--- src/rtl/prog_loader.sv ---
// Stream-to-memory program loader for the VeriRISC CPU.
// Writes a byte stream into program memory and verifies a trailing checksum.
module prog_loader #(
    parameter int ADDR_W = 5,
    parameter int DATA_W = 8,
    parameter int DEPTH  = 32
) (
    input  logic              clk,
    input  logic              rst_,
    input  logic              start,
    input  logic [ADDR_W:0]   len,
    input  logic [DATA_W-1:0] in_data,
    input  logic              in_valid,
    output logic              in_ready,
    output logic [ADDR_W-1:0] mem_addr,
    output logic [DATA_W-1:0] mem_data,
    output logic              mem_wr,
    output logic              cpu_hold,
    output logic              done,
    output logic              err
);

    typedef enum logic [2:0] {
        S_IDLE,
        S_LOAD,
        S_CHECK,
        S_DONE,
        S_ERR
    } state_t;

    localparam logic [ADDR_W:0] DEPTH_L = (ADDR_W + 1)'(DEPTH);

    state_t            state_q, state_d;
    logic [ADDR_W:0]   count_q, count_d;
    logic [ADDR_W:0]   len_q, len_d;
    logic [DATA_W-1:0] sum_q, sum_d;
    logic [ADDR_W-1:0] mem_addr_q, mem_addr_d;
    logic [DATA_W-1:0] mem_data_q, mem_data_d;
    logic              mem_wr_q, mem_wr_d;
    logic              in_ready_q, in_ready_d;
    logic              cpu_hold_q, cpu_hold_d;
    logic              done_q, done_d;
    logic              err_q, err_d;

    logic              hs;
    logic              len_ok;
    logic [ADDR_W:0]   count_inc;
    logic [DATA_W-1:0] sum_add;

    assign hs        = in_valid && in_ready_q;
    assign len_ok    = (len != '0) && (len <= DEPTH_L);
    assign count_inc = count_q + 1'b1;
    assign sum_add   = sum_q + in_data;

    // Next-state, datapath updates and registered output decode.
    always_comb begin
        state_d    = state_q;
        count_d    = count_q;
        len_d      = len_q;
        sum_d      = sum_q;
        mem_addr_d = mem_addr_q;
        mem_data_d = mem_data_q;
        mem_wr_d   = 1'b0;
        unique case (state_q)
            S_LOAD: begin
                if (hs) begin
                    mem_addr_d = count_q[ADDR_W-1:0];
                    mem_data_d = in_data;
                    mem_wr_d   = 1'b1;
                    count_d    = count_inc;
                    sum_d      = sum_add;
                    if (count_inc == len_q) begin
                        state_d = S_CHECK;
                    end
                end
            end
            S_CHECK: begin
                if (hs) begin
                    state_d = (sum_add == '0) ? S_DONE : S_ERR;
                end
            end
            default: begin
                if (start) begin
                    if (len_ok) begin
                        state_d = S_LOAD;
                        len_d   = len;
                        count_d = '0;
                        sum_d   = '0;
                    end else begin
                        state_d = S_ERR;
                    end
                end
            end
        endcase
        in_ready_d = (state_d == S_LOAD) || (state_d == S_CHECK);
        cpu_hold_d = (state_d != S_DONE);
        done_d     = (state_d == S_DONE);
        err_d      = (state_d == S_ERR);
    end

    // State and output registers; reset returns to IDLE with the CPU held.
    always_ff @(posedge clk or negedge rst_) begin
        if (!rst_) begin
            state_q    <= S_IDLE;
            count_q    <= '0;
            len_q      <= '0;
            sum_q      <= '0;
            mem_addr_q <= '0;
            mem_data_q <= '0;
            mem_wr_q   <= 1'b0;
            in_ready_q <= 1'b0;
            cpu_hold_q <= 1'b1;
            done_q     <= 1'b0;
            err_q      <= 1'b0;
        end else begin
            state_q    <= state_d;
            count_q    <= count_d;
            len_q      <= len_d;
            sum_q      <= sum_d;
            mem_addr_q <= mem_addr_d;
            mem_data_q <= mem_data_d;
            mem_wr_q   <= mem_wr_d;
            in_ready_q <= in_ready_d;
            cpu_hold_q <= cpu_hold_d;
            done_q     <= done_d;
            err_q      <= err_d;
        end
    end

    assign in_ready = in_ready_q;
    assign mem_addr = mem_addr_q;
    assign mem_data = mem_data_q;
    assign mem_wr   = mem_wr_q;
    assign cpu_hold = cpu_hold_q;
    assign done     = done_q;
    assign err      = err_q;

endmodule
--- config.mk ---
export PLATFORM = sky130hd
export DESIGN_NAME = prog_loader
export DESIGN_NICKNAME = d
export VERILOG_FILES = /design/src/rtl/prog_loader.sv
export SDC_FILE = /design/constraint.sdc
export NUM_CORES = 1
export LEC_CHECK = 0
export CAP_MARGIN = 20
export CORE_MARGIN = 5
export CORE_UTILIZATION = 48
export DETAILED_ROUTE_END_ITERATION = 6
export PLACE_DENSITY_LB_ADDON = 0.3
export REMOVE_ABC_BUFFERS = 1
export SLEW_MARGIN = 25
export SYNTH_ARGS = -nofsm -noshare
export SYNTH_HDL_FRONTEND = slang
export SYNTH_SLANG_ARGS = --single-unit
--- constraint.sdc ---
create_clock -name clk -period 2 [get_ports clk]
set_input_delay 0.4 -clock clk [delete_from_list [all_inputs] [get_ports clk]]
set_output_delay 0.4 -clock clk [all_outputs]
set_load 0.01 [all_outputs]
==> results.md <==
- DRC: 0
- Async S/R FF share, synth: 100.0%
- Dpl cell area: 0.002873 mm^2
- FF+latch count, synth: 41
- Clk Latency, worst-skew pair: 300 ps
- Slew @ Worst Pin: 442.0 ps
- Crit path max fanout: 3
- Number of synthesized flops with an enable pin: 0
- Share of the synthesized area in the top cell type: 44.62%
- Fmax: 443.4 MHz
- Clock Skews: 5.862 ps
- Post-layout net count: 338
- First-pass GRT wire length: 9156 um
- Worst Path Required: 2230 ps
- CTS tree: done
- Syn Inst Count: 239
- Final wirelength: 5537 um
- Slew Viols, Final: 0
- Synthesis Warnings: 0
- Critical Path Start Type: flop
- Initial antenna violation count: 0
- Failing checks: setup timing
- Htree depth: 2
- Rows: 24
- Port Buffers: 35
- Arrival @ worst endpoint: 2480 ps
- Setup ws final: -255.2 ps
- Layout cells sized above 1: 29.81%
- Max Cap Violations: 0
- Largest net degree at the start of global routing: 21
- Clk sinks: 41
- Initial Util: 50.48%
- GPL Wtd Cong: 0.8180
- Deepest clock path buffer count: 2
- Top Ports: 36
- Synthesized cell area: 0.002243 mm^2
- Via density: 5.453
- CP Capture Type: flop
- Die Height: 78.37 um
- CP Launch Point: sum_q[0]
- Worst reg2reg path depth: 8
- CTS Buf Count: 5
- Ranking of synthesized cells by area: dfrtp_1, nand2_1, ha_1
- Post-DP HPWL: 3756 um
- Final critical-path share of the clock period: 112.8%
- GRT met2 Usage: 34.08%
- Type of the worst min-delay path: input port to async pin
- Post-route cell area: 0.003244 mm^2
- Most common cell after layout, fill and taps aside: nand2_1
- FF-to-FF End: cpu_hold
- Top FF cell, synth: dfrtp_1
- VDD IR max: 0.7891 mV
- RSZ-0062 raised after global routing: true
- Setup crit end: cpu_hold
- Gr usage total: 18.88%
- Final hold vios: 0
- DR vias: 1985
- N_diodes: 0
- Area occupied by registers: 0.001028 mm^2
- Core area: 0.004444 mm^2
- Relative slew slack: 70.53%
- Most frequent cells in the layout: nand2_1, dfrtp_1, buf_4, clkdlybuf4s50_1
- Post-Syn Area per Cell: 9.387 um^2
- Cts hold-fix bufs: 0
- Final min period: 2255 ps
- DRT Pass-1 Iters: 4
- Drt initial violations: 122
- Routed len/inst: 15.21 um
- Worst slack at placement: -859.0 ps
- Vias in the first global route: 2010
- Routed Antenna Nets: 0
- Final setup violation count: 7
- Flop-to-flop setup slack: -260 ps
- Sequential share of the synthesized area: 45.79%
- Met1 usage: 21.98%
- Total grt overflow: 0
- Area Growth Syn to Fin: 44.62%
- Die width: 78.37 um
- Worst-path clk slew: 80 ps
- CTS Root Cell: clkbuf_8
- Met3 usage: 4.462%
- FF-to-FF Start: sum_q[0]
- Fillcell total: 321
- Busiest grt layer: met2
- Power Dens Cells: 1305 mW/mm^2
- Crit path kind: flop to flop
- Top cell type by total area after synthesis: dfrtp_1
- Full die area: 0.006141 mm^2
- Netlist cell types: 50
- Static Leak: 0.001523 uW
- Status: complete, but fails checks
- Multi-input gate area: 0.001349 mm^2
[logic make-up (layout without fill, tap and decap cells)]
logic type / count (synthesis) / in the layout / synth area share, %
flops: 41 / 41 / 45.79
compound gates: 51 / 51 / 15.67
fa+ha+maj: 9 / 9 / 5.354
xor+xnor: 13 / 13 / 7.083
simple gates: 99 / 99 / 19.58
mux: 6 / 6 / 3.011
buf+inv: 20 / 93 / 3.514
[where the power goes]
part | switching (uW) | internal [uW] | total, uW
Combinational | 1020 | 1280 | 2300
Clock | 285 | 312 | 597
Sequential | 225 | 1110 | 1340
[worst max-delay path, stage by stage, from the launching register on]
cell	delay, ps
dfrtp_1	390
ha_2	220
buf_6	120
a211oi_4	260
o21ai_2	90
a311oi_2	330
and4_4	280
nand4_1	210
a2bb2o_4	280
[through the flow]
stage               std cells  hold WS [ps]  power [uW]  TNS (ps)  utilization [%]
floorplan                 229         104.4        2321     -3603                -
global placement          349         375.1        3128    -14280            64.64
detailed placement        349         375.5        3182    -14810            64.64
CTS                       363         52.42        4025     -1410            70.44
global route              364         64.28        4518     -1732            73.00
finish                    364         37.59        4234     -1157            73.00
[synthesized netlist by cell type, drive strengths merged (2+ instances only)]
library cell   n
xor2           5
and4           3
a211oi         3
a21oi          8
nor2          14
a31oi          2
nor3           2
dfrtp         40
a21o           4
xnor2          5
nand3         15
nand2         55
buf            3
clkbuf         7
inv           10
xor3           3
o21ai         18
mux2           6
ha             8
o31ai          2
[state kept, by name, summed over array words and instances (netlist names)]
signal,count
count_q,6
cpu_hold,1
done,1
err,1
in_ready,1
len_q,6
mem_addr,5
mem_data,8
mem_wr,1
state_q,3
sum_q,8
[how the worst min path moves through the flow]
stage                     slack [ps]          to  start
after CTS                         50      mem_wr   rst_
after global placement           380      mem_wr   rst_
after floorplan                  100  count_q[0]   rst_
final                             40      mem_wr   rst_
after global routing              60      mem_wr   rst_
after detailed placement         380      mem_wr   rst_
[final cells by class]
| cell class | count | area share, % |
|---|---|---|
| timing repair buffer | 75 | 20.44 |
| clock buffer | 7 | 2.970 |
| inverter | 10 | 1.157 |
| clock inverter | 1 | 0.1543 |
| multi-input combinational | 178 | 41.57 |
| sequential | 41 | 31.70 |
| tap | 52 | 2.005 |
[routing by layer]
metal,share of wire (%),up-vias
li1,-,977
met1,42,970
met2,53,33
met3,3.7,5
met4,1.1,0
met5,0,-
[what timing repair did]
item,CTS,global route
pin swaps,27,28
buffers inserted,6,1
gates resized for setup,33,20
endpoints found under the hold margin,0,0
setup endpoints to repair,27,18
(Power assumes the default switching activity.)
